File: src/rtl/mdr_wbuf_slice.sv
// Memory data register slice: lane rotator into the MDR, a small write buffer and a
// CMI drain sequencer. Optional parity support is enabled by defining MDR_PARITY_EN.
module mdr_wbuf_slice #(
    parameter int NLANE  = 4,
    parameter int RW     = 2,
    parameter int AW     = 3,
    parameter int WDEPTH = 4
) (
    input  logic             b_clk_l,
    input  logic             reset_h,
    input  logic [NLANE-1:0] wbus_h,
    input  logic [NLANE-1:0] ca_h,
    output logic [NLANE-1:0] ca_out_h,
    input  logic [NLANE-1:0] cmi_h,
    input  logic             snapshot_cmi_l,
    input  logic [AW-1:0]    pa_h,
    input  logic             are_l,
    input  logic [1:0]       ds_h,
    input  logic [RW-1:0]    dr_h,
    input  logic [1:0]       cs_h,
    input  logic [1:0]       ms_h,
    input  logic             mbus_ena_h,
    output logic [NLANE-1:0] mb_l,
    input  logic             cmi_grant_h,
    output logic             cmi_req_h,
    output logic             cmi_drv_h,
    output logic [NLANE-1:0] cmi_out_h,
`ifdef MDR_PARITY_EN
    input  logic             cmi_par_h,
    output logic             mdr_par_h,
    output logic             cmi_perr_h,
    output logic             cmi_par_out_h,
`endif
    output logic             wbuf_full_h,
    output logic             wbuf_empty_h,
    output logic             wbuf_ovf_h
);
    localparam int PW = $clog2(WDEPTH);

    typedef enum logic [1:0] {IDLE, ADDR, DATA} state_t;

    state_t             state_reg;
    logic [NLANE-1:0]   mdr_reg, mdr_next;
    logic [NLANE-1:0]   cmi_data_reg;
    logic [AW-1:0]      addr_reg;
    logic               ovf_reg;
    logic [NLANE-1:0]   dbus, rot, merge_mask, mmux;
    logic [2*NLANE-1:0] rot_wide;

    logic [NLANE-1:0]   wb_data_mem [WDEPTH];
    logic [AW-1:0]      wb_addr_mem [WDEPTH];
    logic [NLANE-1:0]   head_data_reg;
    logic [AW-1:0]      head_addr_reg;
    logic [PW:0]        wr_ptr_reg, rd_ptr_reg, rd_ptr_next, occupancy;
    logic               push, push_ok, pop, more_queued;

    always_comb begin
        dbus = '0;
        case (ds_h)
            2'b00:   dbus = ca_h;
            2'b01:   dbus = cmi_data_reg;
            2'b10:   dbus = wbus_h;
            default: dbus = '0;
        endcase
    end

    // Doubling the word turns a logical shift into a rotate.
    assign rot_wide = {dbus, dbus} >> dr_h;
    assign rot      = rot_wide[NLANE-1:0];

    // Merge writes lane gi only when it is among the top dr_h lanes.
    generate
        for (genvar gi = 0; gi < NLANE; gi++) begin : g_mask
            assign merge_mask[gi] = ({1'b0, dr_h} + (RW+1)'(gi)) >= (RW+1)'(NLANE);
        end
    endgenerate

    always_comb begin
        mdr_next = mdr_reg;
        case (cs_h)
            2'b01:   mdr_next = rot;
            2'b10:   mdr_next = (mdr_reg & ~merge_mask) | (rot & merge_mask);
            default: mdr_next = mdr_reg;
        endcase
    end

    assign occupancy    = wr_ptr_reg - rd_ptr_reg;
    assign wbuf_empty_h = (wr_ptr_reg == rd_ptr_reg);
    assign wbuf_full_h  = (wr_ptr_reg[PW] != rd_ptr_reg[PW]) &&
                          (wr_ptr_reg[PW-1:0] == rd_ptr_reg[PW-1:0]);
    assign wbuf_ovf_h   = ovf_reg;
    assign push         = (cs_h == 2'b11);
    assign push_ok      = push && !wbuf_full_h;
    assign pop          = (state_reg == DATA);
    assign rd_ptr_next  = rd_ptr_reg + {{PW{1'b0}}, pop};
    assign more_queued  = (occupancy >= (PW+1)'(2)) && cmi_grant_h;

    always_ff @(posedge b_clk_l or posedge reset_h) begin
        if (reset_h) begin
            mdr_reg      <= '0;
            addr_reg     <= '0;
            cmi_data_reg <= '0;
            wr_ptr_reg   <= '0;
            rd_ptr_reg   <= '0;
            ovf_reg      <= 1'b0;
        end else begin
            mdr_reg <= mdr_next;
            if (!are_l)
                addr_reg <= pa_h;
            if (!snapshot_cmi_l)
                cmi_data_reg <= cmi_h;
            if (push_ok)
                wr_ptr_reg <= wr_ptr_reg + 1'b1;
            if (push && wbuf_full_h)
                ovf_reg <= 1'b1;
            rd_ptr_reg <= rd_ptr_next;
        end
    end

    // Head is re-read every cycle from the post-pop pointer so it is fresh for ADDR.
    always_ff @(posedge b_clk_l) begin
        if (push_ok) begin
            wb_data_mem[wr_ptr_reg[PW-1:0]] <= rot;
            wb_addr_mem[wr_ptr_reg[PW-1:0]] <= addr_reg;
        end
        head_data_reg <= wb_data_mem[rd_ptr_next[PW-1:0]];
        head_addr_reg <= wb_addr_mem[rd_ptr_next[PW-1:0]];
    end

    always_ff @(posedge b_clk_l or posedge reset_h) begin
        if (reset_h) begin
            state_reg <= IDLE;
        end else begin
            case (state_reg)
                IDLE:    if (!wbuf_empty_h && cmi_grant_h) state_reg <= ADDR;
                ADDR:    state_reg <= DATA;
                DATA:    state_reg <= more_queued ? ADDR : IDLE;
                default: state_reg <= IDLE;
            endcase
        end
    end

    // The request is held for the whole transfer so the bus is kept across back-to-back entries.
    assign cmi_req_h = (state_reg == IDLE) ? !wbuf_empty_h : 1'b1;
    assign cmi_drv_h = (state_reg != IDLE);
    assign cmi_out_h = (state_reg == ADDR) ? NLANE'(head_addr_reg) :
                       (state_reg == DATA) ? head_data_reg : '1;

    always_comb begin
        mmux = mdr_reg;
        case (ms_h)
            2'b00:   mmux = mdr_reg;
            2'b01:   mmux = head_data_reg;
            2'b10:   mmux = wbus_h;
            default: mmux = NLANE'(addr_reg);
        endcase
    end

    assign mb_l     = mbus_ena_h ? ~mmux : '1;
    assign ca_out_h = (ds_h != 2'b00) ? rot : '1;

`ifdef MDR_PARITY_EN
    logic             cmi_par_reg, mdr_par_reg, perr_reg, head_par_reg;
    logic             wb_par_mem [WDEPTH];

    always_ff @(posedge b_clk_l or posedge reset_h) begin
        if (reset_h) begin
            cmi_par_reg <= 1'b1;
            mdr_par_reg <= 1'b1;
            perr_reg    <= 1'b0;
        end else begin
            if (!snapshot_cmi_l)
                cmi_par_reg <= cmi_par_h;
            mdr_par_reg <= ~^mdr_next;
            // An even count of ones across data plus parity marks a bad capture.
            if (!(^{cmi_data_reg, cmi_par_reg}))
                perr_reg <= 1'b1;
        end
    end

    always_ff @(posedge b_clk_l) begin
        if (push_ok)
            wb_par_mem[wr_ptr_reg[PW-1:0]] <= ~^rot;
        head_par_reg <= wb_par_mem[rd_ptr_next[PW-1:0]];
    end

    assign mdr_par_h     = mdr_par_reg;
    assign cmi_perr_h    = perr_reg;
    assign cmi_par_out_h = (state_reg == DATA) ? head_par_reg : 1'b1;
`endif

endmodule

File: config.mk
export PLATFORM = sky130hd
export DESIGN_NAME = mdr_wbuf_slice
export DESIGN_NICKNAME = d
export VERILOG_FILES = /design/src/rtl/mdr_wbuf_slice.sv
export SDC_FILE = /design/constraint.sdc
export NUM_CORES = 1
export LEC_CHECK = 0
export ABC_AREA = 1
export BUFFER_PORTS_ARGS = -buffer_cell sky130_fd_sc_hd__buf_2
export CAP_MARGIN = 20
export CORE_MARGIN = 2
export CORE_UTILIZATION = 40
export DETAILED_ROUTE_END_ITERATION = 7
export GPL_ROUTABILITY_DRIVEN = 0
export PLACE_DENSITY = 0.73
export SLEW_MARGIN = 20
export SYNTH_ARGS = -nofsm -noshare
export SYNTH_HDL_FRONTEND = slang
export SYNTH_SLANG_ARGS = --single-unit
File: constraint.sdc
create_clock -name b_clk_l -period 1.75 [get_ports b_clk_l]
set_input_delay 0.0875 -clock b_clk_l [delete_from_list [all_inputs] [get_ports b_clk_l]]
set_output_delay 0.0875 -clock b_clk_l [all_outputs]
set_load 0.1 [all_outputs]
==> results of run 1 <==
where the power goes:
| part | internal [mW] | total (mW) | switching, mW |
|---|---|---|---|
| Clock | 0.298 | 0.749 | 0.451 |
| Sequential | 1.69 | 1.89 | 0.203 |
| Combinational | 1.02 | 3.25 | 2.23 |
stage by stage:
stage / std cells / cell area, sq um / setup TNS (ns)
3_3_place_gp: 390 / 3060 / 0
3_5_place_dp: 390 / 3060 / -0.136
4_1_cts: 402 / 3200 / 0
5_1_grt: 405 / 3280 / -0.0165
6_report: 405 / 3280 / 0
2_1_floorplan: 262 / 2640 / -1.48
layer usage:
layer,GRT usage (%),vias up
met5,0,-
met4,5.19,0
met3,2.72,4
met2,29.8,76
met1,22.0,971
li1,-,1013
critical path: cells and delay by family, from the launching register on:
| family | cells | cell delay [ns] |
|---|---|---|
| fa+ha+maj | 1 | 0.27 |
| buf+inv | 3 | 0.35 |
| flops | 1 | 0.43 |
| simple gates | 3 | 0.24 |
worst min-delay path by stage:
stage | depth (start not counted) | from | endpoint | slack [ns]
after floorplan | 1 | reset_h | asynchronous set/reset pin | 0.05
after global placement | 3 | reset_h | wbuf_ovf_h | 0.13
after detailed placement | 3 | reset_h | wbuf_ovf_h | 0.13
after CTS | 2 | are_l | addr_reg[0] | 0.00006
after global routing | 2 | are_l | addr_reg[0] | 0.002
final | 2 | are_l | addr_reg[0] | 0.002
area by class of cell:
cell class	count	area, sq um
clock buffers	5	68.8
well taps	77	96.3
fillers	584	3070
multi-input cells	165	1030
flip-flops and latches	55	1480
inverters	39	146
clock inverters	3	28.8
repair buffers	61	422
what timing repair did:
item                       CTS  global route
hold endpoints to repair    22             1
resized for setup            1            16
hold buffers                 3             1
pin swaps                    0             2
setup endpoints to repair    8            23
setup buffers                1             2
cells in the final DEF (no fill, tap or decap), types with 6 or more instances in the layout:
cell type and n:
nand3_1 28, dfxtp_1 7, o21ai_0 21, buf_4 13
inv_1 31, edfxtp_1 28, nand2_2 6, nand2_1 28
ha_1 9, nor2_1 26, dfrtp_1 20, inv_2 8
buf_2 35, o22ai_1 10, mux2_2 6
cells by family (layout without fill, tap and decap cells):
family | count (synthesis) | count (layout) | synth area share (%)
fa+ha+maj | 12 | 12 | 6.01
flops | 55 | 55 | 56.4
mux | 6 | 6 | 2.57
buf+inv | 42 | 108 | 6.05
simple gates | 99 | 99 | 17.9
xor+xnor | 3 | 3 | 1.00
compound gates | 45 | 45 | 10.1
==> run metrics, run 1 <==
All-Layer GR Usage 17.1%; vias per inst 5.10; Final Max Slew Viols 0; initial DRC count 117; DR vias 2064; Area contributors post-synth edfxtp_1 32%, dfrtp_1 19%, dfxtp_1 5.3%; Reg clk slew, reported paths 0.11 ns; crit path max-delay cell type dfrtp_1; Detailed Route WL 6.02 mm; I/O pin count 46; Sink Count 55; die area 7230 sq um; post-synth cell types 28; area leader, netlist edfxtp_1; Netlist Area Pre-Place 2630 sq um; clk_skew 0.0127 ns; Met1 Wirelength 2.56 mm; number of flip-flops in the largest register 16; worst setup margin 0.0654 ns; nature of the critical path endpoint primary output; YS warnings 0; CTS buffer count 5; Setup WS pre-CTS -0.0196 ns; layout cells sized above 1 31.4%; Tmin final 1.68 ns; R2R Path Start rd_ptr_reg[1]; Main synth FF type edfxtp_1; Core Footprint 6350 sq um; min-delay worst type primary input to flop; ys async rst share 36.4%; die width 85.0 um; DR WL/cell 14.9 um; Finished Core Util 51.6%; placement row count 29; synth cell count leaders 33 x inv_1, 30 x nand2_1, 28 x edfxtp_1, 28 x nand3_1, 27 x nor2_1; crit share post-route 96.3%; Seq cells post-synth 55; Highest Clock Rate 594 MHz; final hold violation count 0; H-tree depth 2; clock latency on the worst-skew pair 0.32 ns; count leader, synth inv_1; setup slack, reg-to-reg 0.11 ns; R2R cell count 8; worst slew pin tran 0.490 ns; Layout area overhead 24.8%; post-DP HPWL 4.54 mm; port buffer count 45; number of global-route vias before repair 1987; largest net degree at the start of global routing 21; critical path type flop to primary output; Rel. slew slack 67.6%; sequential share of the synthesized area 56.4%; Synth Net Count 303; met2 wire length 3.13 mm; chip height 85.0 um; critical path peak fanout 3; last element of the critical path cmi_req_h; Max Cap Viol 0; highest routed layer met4; Syn Inst Count 262; initial antenna violation count 0; Clock Path Buffers 2; WHS 0.00187 ns; reg2reg end wb_data_mem[2][3]; # diodes 0; largest stage delay on the critical path 0.43 ns; Starting Density 41.3%; outcome complete, no violations; first-pass GRT wire length 9.64 mm; Synth top area share 32.0%; Remaining DRCs 0; Leakage Power 1.50 nW; Critical Path Source Type flop; Avg Cell Area, Syn 10.0 sq um; DR WL met3 271 um; total gr overflow 0; worst vdd ir 1560 uV; Initial DRT Pass Iterations 5; CTS tree done; Worst Path Required 1.66 ns; Worst EP arrival 1.60 ns; antenna viol nets, final 0; Post-synth EDFFs 28; Nets 368; crit path launch rd_ptr_reg[1]; worst-path cell chain inv_2, ha_4, nand2_4, buf_6, nor2_4, nand2_2, buf_12; PD cells 1800 nW/um^2; Final Power 5.89 mW; Clock Tree Root clkbuf_8; Final Setup Violations 0
No activity file was read; power rests on OpenSTA's default activity.
==> run 2, diff against run 1 <==
CORE_UTILIZATION = 45   (was 40)
CTS_BUF_LIST = sky130_fd_sc_hd__clkbuf_8   (was unset)
PLACE_DENSITY = 0.79   (was 0.73)
TNS_END_PERCENT = 1   (was unset)
==> run metrics, run 2 (synthesis gave the netlist of run 1 again) <==
outcome complete, no violations (unchanged); most frequent cells in the layout 34 x buf_2, 33 x inv_1, 29 x nand2_1, 28 x nand3_1, 28 x edfxtp_1 (was 35 x buf_2, 31 x inv_1, 28 x nand2_1, 28 x nand3_1, 28 x edfxtp_1); Buf/Inv on CP 3 (unchanged); crit path max-delay cell type dfrtp_1 (unchanged); chip height 80.4 um (was 85.0 um); DR WL/cell 14.4 um (was 14.9 um); total gr overflow 0 (unchanged); number of flip-flops in the largest register 16 (unchanged); die area 6460 sq um (was 7230 sq um); All-Layer GR Usage 19.1% (was 17.1%); Worst EP arrival 1.61 ns (was 1.60 ns); Max Cap Viol 0 (unchanged); initial antenna violation count 0 (unchanged); Starting Density 47.1% (was 41.3%); I/O pin count 46 (unchanged); Reg clk slew, reported paths 0.10 ns (was 0.11 ns); Clock Tree Root clkbuf_8 (unchanged); CTS buffer count 5 (unchanged); Rel. slew slack 48.0% (was 67.6%); nature of the critical path endpoint primary output (unchanged); final instance count without filler cells 393 (was 405); first-pass GRT wire length 9.27 mm (was 9.64 mm); Highest Clock Rate 589 MHz (was 594 MHz); Placed Instances 383 (was 390); DR vias 1997 (was 2064); Nets 361 (was 368); WHS 0.0119 ns (was 0.00187 ns); critical path type flop to primary output (unchanged); Detailed Route WL 5.65 mm (was 6.02 mm); antenna viol nets, final 0 (unchanged); most common cell after layout, fill and taps aside buf_2 (unchanged); worst slew pin tran 0.779 ns (was 0.490 ns); Tmin final 1.70 ns (was 1.68 ns); Worst Path Required 1.66 ns (about the same); Layout area overhead 21.0% (was 24.8%); post-DP HPWL 4.40 mm (was 4.54 mm); die width 80.4 um (was 85.0 um); CTS tree done (unchanged); final hold violation count 0 (unchanged); RSZ-0062 raised after global routing true; PD cells 1780 nW/um^2 (was 1800 nW/um^2); port buffer count 45 (unchanged); placement row count 27 (was 29); critical path peak fanout 3 (unchanged); largest stage delay on the critical path 0.41 ns (was 0.43 ns); crit share post-route 97.0% (was 96.3%); clock latency on the worst-skew pair 0.30 ns (was 0.32 ns); vias per inst 5.08 (was 5.10); Core Footprint 5570 sq um (was 6350 sq um); Final Max Slew Viols 0 (unchanged); # diodes 0 (unchanged); min-delay worst type primary input to flop (unchanged); worst-path cell chain inv_1, ha_1, nand2_1, buf_4, nor2_4, nand2_2, buf_12 (was inv_2, ha_4, nand2_4, buf_6, nor2_4, nand2_2, buf_12); layout cells sized above 1 29.0% (was 31.4%); initial DRC count 98 (was 117); Remaining DRCs 0 (unchanged); clk_skew 0.0130 ns (was 0.0127 ns); worst vdd ir 1300 uV (was 1560 uV); Sink Count 55 (unchanged); Critical Path Source Type flop (unchanged); CP top delay family flip-flops (unchanged); Initial DRT Pass Iterations 5 (unchanged); Final Setup Violations 0 (unchanged); Clock Path Buffers 2 (unchanged); largest net degree at the start of global routing 21 (unchanged); Leakage Power 1.46 nW (was 1.50 nW); number of global-route vias before repair 1986 (was 1987); H-tree depth 2 (unchanged)
## run 2: path summary, 6_finish.rpt
kind,from,end,slack (ns),cells after the start
worst max-delay path,rd_ptr_reg[1],cmi_req_h,0.05,7
worst min-delay path,cmi_h[1],cmi_data_reg[1],0.01,2
worst min register to register,mdr_reg[0],mdr_reg[0],0.49,2
worst max register to register,wr_ptr_reg[0],wb_addr_mem[0][1],0.10,8
min in group asynchronous,reset_h,cmi_data_reg[1],0.46,3
max in group asynchronous,reset_h,addr_reg[2],0.79,3
## run 2: per-layer routing
metal	track usage (%)	up-vias	part of all wire, %
li1	-	999	-
met1	25.0	928	46
met2	31.7	64	48
met3	4.27	6	4.7
met4	5.93	0	1.4
met5	0	-	0
## run 2: area by class of cell
type | instances | area (sq um)
flip-flops and latches | 55 | 1480
multi-input cells | 165 | 1000
well taps | 72 | 90.1
clock inverters | 2 | 12.5
fillers | 472 | 2400
clock buffers | 6 | 82.6
repair buffers | 54 | 363
inverters | 39 | 146
## run 2: what timing repair did
item / CTS / global route
hold endpoints to repair: 21 / 0
setup buffers: 0 / 0
hold buffers: 2 / 0
gates resized for setup: 0 / 12
endpoints found under the setup margin: 0 / 18
## run 2: power breakdown
group / switching [mW] / total, mW / leakage, nW / internal (mW)
clock: 0.391 / 0.710 / 0.0526 / 0.319
sequential: 0.200 / 1.89 / 0.550 / 1.69
combinational: 2.16 / 3.04 / 0.862 / 0.888
total: 2.75 / 5.65 / 1.46 / 2.90
## run 2: through the flow
step | power [mW] | area, sq um | worst slack (ns) | setup TNS, ns | utilization (%)
final | 5.65 | 3180 | 0.0528 | 0 | 57.0
after global routing | 6.00 | 3180 | -0.0365 | -0.0365 | 57.0
after CTS | 5.63 | 3150 | 0.0137 | 0 | 56.5
after detailed placement | 4.91 | 3040 | 0.0397 | 0 | 54.5
after global placement | 4.84 | 3040 | 0.0972 | 0 | 54.5
after floorplan | 4.12 | 2640 | -0.205 | -1.48 | -
## run 2: worst register-to-register path: cells and delay by family (launching register included)
kind                     cells  cell delay [ns]
adder cells (fa/ha/maj)      1             0.28
flip-flops                   1             0.40
buffers and inverters        3             0.29
AND/OR/NAND/NOR              4             0.37
